==> src/rtl/bcd_count_7.sv <==
// Two-digit BCD up-counter (00-99) with a terminal count loaded while run is low.
// Optional build macro BCD_COUNT_WRAP_EN: roll over to 00 at the terminal count instead of holding.
module bcd_count_7 (
  input  logic       CLK,
  input  logic       RST,
  input  logic [6:0] max_count,
  input  logic       run,
  output logic [3:0] digit_1,
  output logic [3:0] digit_2
);

  logic [3:0] ones_q, ones_d;
  logic [3:0] tens_q, tens_d;
  logic [3:0] max_ones_q, max_ones_d;
  logic [3:0] max_tens_q, max_tens_d;

  logic [6:0] clamped;
  logic [3:0] load_tens;
  logic [3:0] load_ones;
  logic       at_max;

  // Binary-to-BCD of the clamped terminal count by threshold search over tens.
  always_comb begin
    clamped   = (max_count > 7'd99) ? 7'd99 : max_count;
    load_tens = 4'd0;
    for (int t = 1; t <= 9; t++) begin
      if (clamped >= 7'(10 * t)) begin
        load_tens = 4'(t);
      end
    end
    load_ones = 4'(clamped - 7'(10 * load_tens));
  end

  assign at_max = (ones_q == max_ones_q) && (tens_q == max_tens_q);

  always_comb begin
    ones_d     = ones_q;
    tens_d     = tens_q;
    max_ones_d = max_ones_q;
    max_tens_d = max_tens_q;
    if (!run) begin
      ones_d     = 4'd0;
      tens_d     = 4'd0;
      max_ones_d = load_ones;
      max_tens_d = load_tens;
    end else if (!at_max) begin
      if (ones_q == 4'd9) begin
        ones_d = 4'd0;
        tens_d = tens_q + 4'd1;
      end else begin
        ones_d = ones_q + 4'd1;
      end
    end else begin
`ifdef BCD_COUNT_WRAP_EN
      ones_d = 4'd0;
      tens_d = 4'd0;
`else
      ones_d = ones_q;
      tens_d = tens_q;
`endif
    end
  end

  always_ff @(posedge CLK) begin
    if (RST) begin
      ones_q     <= 4'd0;
      tens_q     <= 4'd0;
      max_ones_q <= 4'd0;
      max_tens_q <= 4'd0;
    end else begin
      ones_q     <= ones_d;
      tens_q     <= tens_d;
      max_ones_q <= max_ones_d;
      max_tens_q <= max_tens_d;
    end
  end

  assign digit_1 = ones_q;
  assign digit_2 = tens_q;

endmodule

==> config.mk <==
export PLATFORM = sky130hd
export DESIGN_NAME = bcd_count_7
export DESIGN_NICKNAME = d
export VERILOG_FILES = /design/src/rtl/bcd_count_7.sv
export SDC_FILE = /design/constraint.sdc
export NUM_CORES = 1
export LEC_CHECK = 0
export ABC_AREA = 0
export BUFFER_PORTS_ARGS = -buffer_cell sky130_fd_sc_hd__buf_2
export CAP_MARGIN = 20
export CORE_ASPECT_RATIO = 1.25
export CORE_MARGIN = 4
export CORE_UTILIZATION = 45
export CTS_CLUSTER_DIAMETER = 40
export DETAILED_ROUTE_END_ITERATION = 12
export GPL_TIMING_DRIVEN = 0
export PLACE_DENSITY_LB_ADDON = 0.1
export SYNTH_ARGS = -nofsm -noshare
export SYNTH_HDL_FRONTEND = slang
export SYNTH_SLANG_ARGS = --single-unit
==> constraint.sdc <==
create_clock -name CLK -period 3.11 [get_ports CLK]
set_clock_uncertainty 0.2 [all_clocks]
set_input_delay 0 -clock CLK [delete_from_list [all_inputs] [get_ports CLK]]
set_output_delay 0 -clock CLK [all_outputs]
set_load 0.01 [all_outputs]
; Yosys cells after proc, flatten, opt, wreduce, memory -nomap -nowiden
; Cells that the tools add are included.
[classes]
n_reduce_logical = 3
bitwise = 2
add_sub_neg = 3
eq_ne = 3
magnitude_cmp = 10
muxes = 11
multipliers = 1
[op_table]
columns = cell, n
row1 = two-way mux 4 bit, 9
row2 = "greater-or-equal comparator 7 x 6 -> 1 bit, second input constant", 3
row3 = "greater-or-equal comparator 7 bit, second input constant", 3
row4 = "greater-or-equal comparator 7 x 5 -> 1 bit, second input constant", 2
row5 = "adder 4 x 1 -> 4 bit, second input constant", 2
row6 = equality test 4 bit, 2
row7 = "greater-or-equal comparator 7 x 4 -> 1 bit, second input constant", 1
row8 = "greater-than comparator 7 bit, second input constant", 1
row9 = two-way mux 7 bit, 1
row10 = "equality test 4 bit, second input constant", 1
row11 = "multiplier 3 x 4 -> 3 bit, first input constant", 1
row12 = subtractor 4 bit, 1
row13 = NOT 1 bit, 2
row14 = AND reduction 2 bit, 1
row15 = OR reduction 2 bit, 1
row16 = logical AND 1 bit, 1
row17 = two-way mux 1 bit, 1
[word_totals]
input_bits = 10
regBits = 16

; Longest topological paths before layout
[logic_depth]
ltp_word = 14
ltp_mapped = 10

; Worst setup path after synthesis
; Ideal clock, no wire load.
[synth_timing]
path_kind = input to register
startpoint = in max_count[2]
endpoint = reg max_ones_q[3]
path_buffers = 1
path_slack_ps = 731
arrival_ps = 2088
path_stages = 9
path_cell_list = buf_2 > o31a_2 > a221oi_2 > nor2_1 > ha_1 > fa_1 > xnor2_1 > or3_1 > a311oi_1
[synth_via]
elab_chain_cells = 14
[synth_lines]
columns = item, line_no
row1 = from (decl), 6  ; input logic [6:0] max_count,
row2 = greater-than comparator 7 bit, 24  ; clamped = (max_count > 7'd99) ? 7'd99 : max_count;
row3 = two-way mux 7 bit (*), 24
row4 = greater-or-equal comparator 7 x 4 -> 1 bit, 27  ; if (clamped >= 7'(10 * t)) begin
row5 = two-way mux 1 bit, 27
row6 = two-way mux 4 bit (7 in series), 27
row7 = two-way mux 4 bit (*), 27
row8 = net load_tens[0], 18  ; logic [3:0] load_tens;
row9 = multiplier 3 x 4 -> 3 bit (*), 31  ; load_ones = 4'(clamped - 7'(10 * load_tens));
row10 = subtractor 4 bit (*), 31
row11 = to (signal assigned), 73  ; max_ones_q <= max_ones_d;
row12 = to (decl), 14  ; logic [3:0] max_ones_q, max_ones_d;
; The timed path passes the listed nets; every way through them passes the cells marked *.
; A chain may end at the register's enable or synchronous reset.

; Final worst setup path
[layout_timing]
startpoint = in max_count[6]
endpoint = reg max_ones_q[3]
; The elaborated chain is that of the path after synthesis.

==> results_dict.tcl <==
set metrics [dict create \
    hold_violations 0 \
    synth_edf_count 0 \
    final_max_slew_viol_count 0 \
    synth_cell_type_count 44 \
    r2r_start "digit_1[0]" \
    outcome "finished clean" \
    cts-root-buf "clkbuf_4" \
    drc 0 \
    period_minus_slack_ns 2.63 \
    postSynthRegisterBits 16 \
    synth_area_mm2 0.00104 \
    slew_headroom_pct 69.1 \
    start_kind "input port" \
    p_per_area_mw_per_mm2 376 \
    dr.pass1.iters 4 \
    critPathSlowestCell "dlygate4sd3_1" \
    fin_util_pct 56.4 \
    min_to "max_tens_q[3]" \
    gp_congestion 0.778 \
    fmax_ghz 0.381 \
    critPathTopFamily "buffers and inverters" \
    start_util_pct 47.1 \
    crit_arrival_ns 2.63 \
    cts_setup_buffers 0 \
    crit_required_ns 3.11 \
    syn_nets 142 \
    cts_max_path_buffers 2 \
    detail_route.iter0.violations 17 \
    dieHeight_um 61.8 \
    syn_inst 129 \
    avgSynthCellArea_um2 8.07 \
    die-area_mm2 0.00315 \
    wl_per_cell_um 11.3 \
    leakagePower_uw 0.000482 \
    endpoint_kind "register" \
    syn_to_final_growth_pct 19.7 \
    worst_ir_drop_vdd_v 0.000175 \
    rsz0062_at_grt "false" \
    synthArstFlopShare_pct 0 \
    r2r-end "digit_2[3]" \
    crit_start "max_count[6]" \
    setup_viol 0 \
    post-route-period-util_pct 84.4 \
    worstHoldPathType "input port to register" \
    vias 969 \
    worst_pin_slew_ns 0.459 \
    crit_fanout 9 \
    wl_um 2070 \
    ys_warn_count 0 \
    h-tree-depth 1 \
    grt_pass1_vias 901 \
    rr_worst_depth 6 \
    fin_tns_setup_ns 0 \
    grt_max_degree 11 \
    critical_path_class "input port to register" \
    diodes 0 \
    synth_ff_type "dfxtp_1" \
    hp-start "max_count[4]" \
    core_mm2 0.00221 \
    die_w_um 51.0 \
    vias_per_cell 5.27 \
    fin_nets 167 \
    r2r_slack_ns 1.25 \
    grt_pass1_wl_um 3540 \
    clk_latency_ns 0.28 \
    grt.total_usage_pct 14.7 \
    num_rows 19 \
    antenna_found_initial 0 \
    ys_seq_area_share_pct 30.8 \
    dp_hpwl_um 1630 \
    whs_path_depth 5 \
    portBuffers 14 \
    layout-drive-gt1-share_pct 19.0 \
    cp.buffers_inverters 3 \
    cts.clk_slew.worst_paths_ns 0.09 \
    cp_slowest_stage_delay_ns 0.53 \
    antenna_left 0 \
    max_cap_violations 0 \
    cts_tree "done" \
    globalRouteOverflowTotal 0 \
    io_pins 18 \
    crit_path_cell_trace "dlygate4sd3_1, buf_4, inv_1, a31oi_1, o221ai_1, nor2_1, ha_1, fa_1, xnor2_1, or3_1, a311oi_1" \
    cts.sinks 16 \
    cts_made_buffers 3 \
]
[worst register-to-register path, stage by stage (launching register included)]
cell	delay, ns
dfxtp_1	0.33
clkbuf_2	0.18
xnor2_1	0.14
nand4_1	0.24
o211ai_1	0.44
o21ai_0	0.15
a21oi_1	0.13
[cell usage in the layout (no fill, tap or decap), drive strengths merged, types with 2 or more instances in the layout]
master | synthesis | layout
buf | 6 | 20
nor2 | 18 | 18
dfxtp | 16 | 16
xnor2 | 10 | 10
o21ai | 10 | 10
a21oi | 9 | 9
nand2 | 8 | 8
dlygate4sd3 | 0 | 6
inv | 6 | 6
clkbuf | 2 | 6
nor3 | 5 | 5
or3 | 4 | 4
nor2b | 3 | 3
nor3b | 2 | 2
nand4 | 2 | 2
o211ai | 2 | 2
xor2 | 2 | 2
nand3 | 2 | 2
ha | 2 | 2
o31a | 2 | 2
nand2b | 2 | 2
[registers in the layout (all words and copies together), names as in the netlist]
signal,count
digit_1,4
digit_2,4
max_ones_q,4
max_tens_q,4
[kinds of logic after synthesis]
| logic type | Yosys count | synth area share (%) |
|---|---|---|
| XOR/XNOR | 12 | 10.1 |
| multiplexers | 1 | 0.962 |
| AO/OA/AOI/OAI | 34 | 22.5 |
| adder cells (fa/ha/maj) | 4 | 5.29 |
| flip-flops | 16 | 30.8 |
| buffers and inverters | 14 | 7.09 |
| AND/OR/NAND/NOR | 48 | 23.3 |
[worst max path at each step]
stage                         end  depth (start not counted)
global placement    max_ones_q[3]                         10
global route        max_ones_q[3]                         11
CTS                 max_ones_q[3]                         11
floorplan           max_ones_q[3]                          9
finish              max_ones_q[3]                         11
detailed placement  max_ones_q[3]                         10
[metrics by stage]
stage,power [uW],hold slack [ns],setup slack (ns),cells,area (um2)
floorplan,308,-0.0173,0.731,129,1040
global placement,329,0.117,0.569,174,1150
detailed placement,331,0.115,0.529,174,1150
CTS,473,0.0792,0.479,184,1250
global route,497,0.121,0.350,184,1250
finish,469,0.0945,0.484,184,1250
[synthesized netlist by cell type (2+ instances only)]
library cell / n / area (um2)
or3_1: 4 / 25.0
nor3_1: 5 / 25.0
nor2_1: 18 / 67.6
a21oi_1: 9 / 45.0
xor2_1: 2 / 17.5
nand2_1: 8 / 30.0
inv_1: 5 / 18.8
nand3_1: 2 / 10.0
nor2b_1: 3 / 18.8
xnor2_1: 10 / 87.6
o211ai_1: 2 / 15.0
ha_1: 2 / 25.0
nand4_1: 2 / 12.5
dfxtp_1: 16 / 320
nor3b_1: 2 / 15.0
o21ai_0: 9 / 45.0
buf_4: 3 / 22.5
[what timing repair did]
item / 4_1_cts / 5_1_grt
resized for setup: 0 / 0
hold buffers: 6 / 0
endpoints found under the hold margin: 13 / 0
[cell type report]
class | instances | area [um2]
Timing Repair Buffer | 20 | 130
Tap cell | 31 | 38.8
Fill cell | 215 | 965
Inverter | 6 | 22.5
Clock buffer | 4 | 36.3
Buffer | 8 | 51.3
Sequential cell | 16 | 320
Multi-Input combinational cell | 99 | 647
[routing by layer]
| metal | track usage [%] | share of wire, % | up-vias |
|---|---|---|---|
| met1 | 14.9 | 43 | 437 |
| met5 | 0 | 0 | - |
| met3 | 1.67 | 3.8 | 6 |
| met2 | 28.9 | 50 | 20 |
| li1 | - | - | 506 |
| met4 | 9.23 | 2.7 | 0 |
[where the power goes]
group          internal, uW  switching, uW  leakage (uW)  total [uW]
combinational          51.0           59.9      0.000331         111
clock                  71.3           64.6     0.0000210         136
sequential              215           6.96      0.000131         222
total                   337            132      0.000482         469
Power figures use the tool's default switching activity.
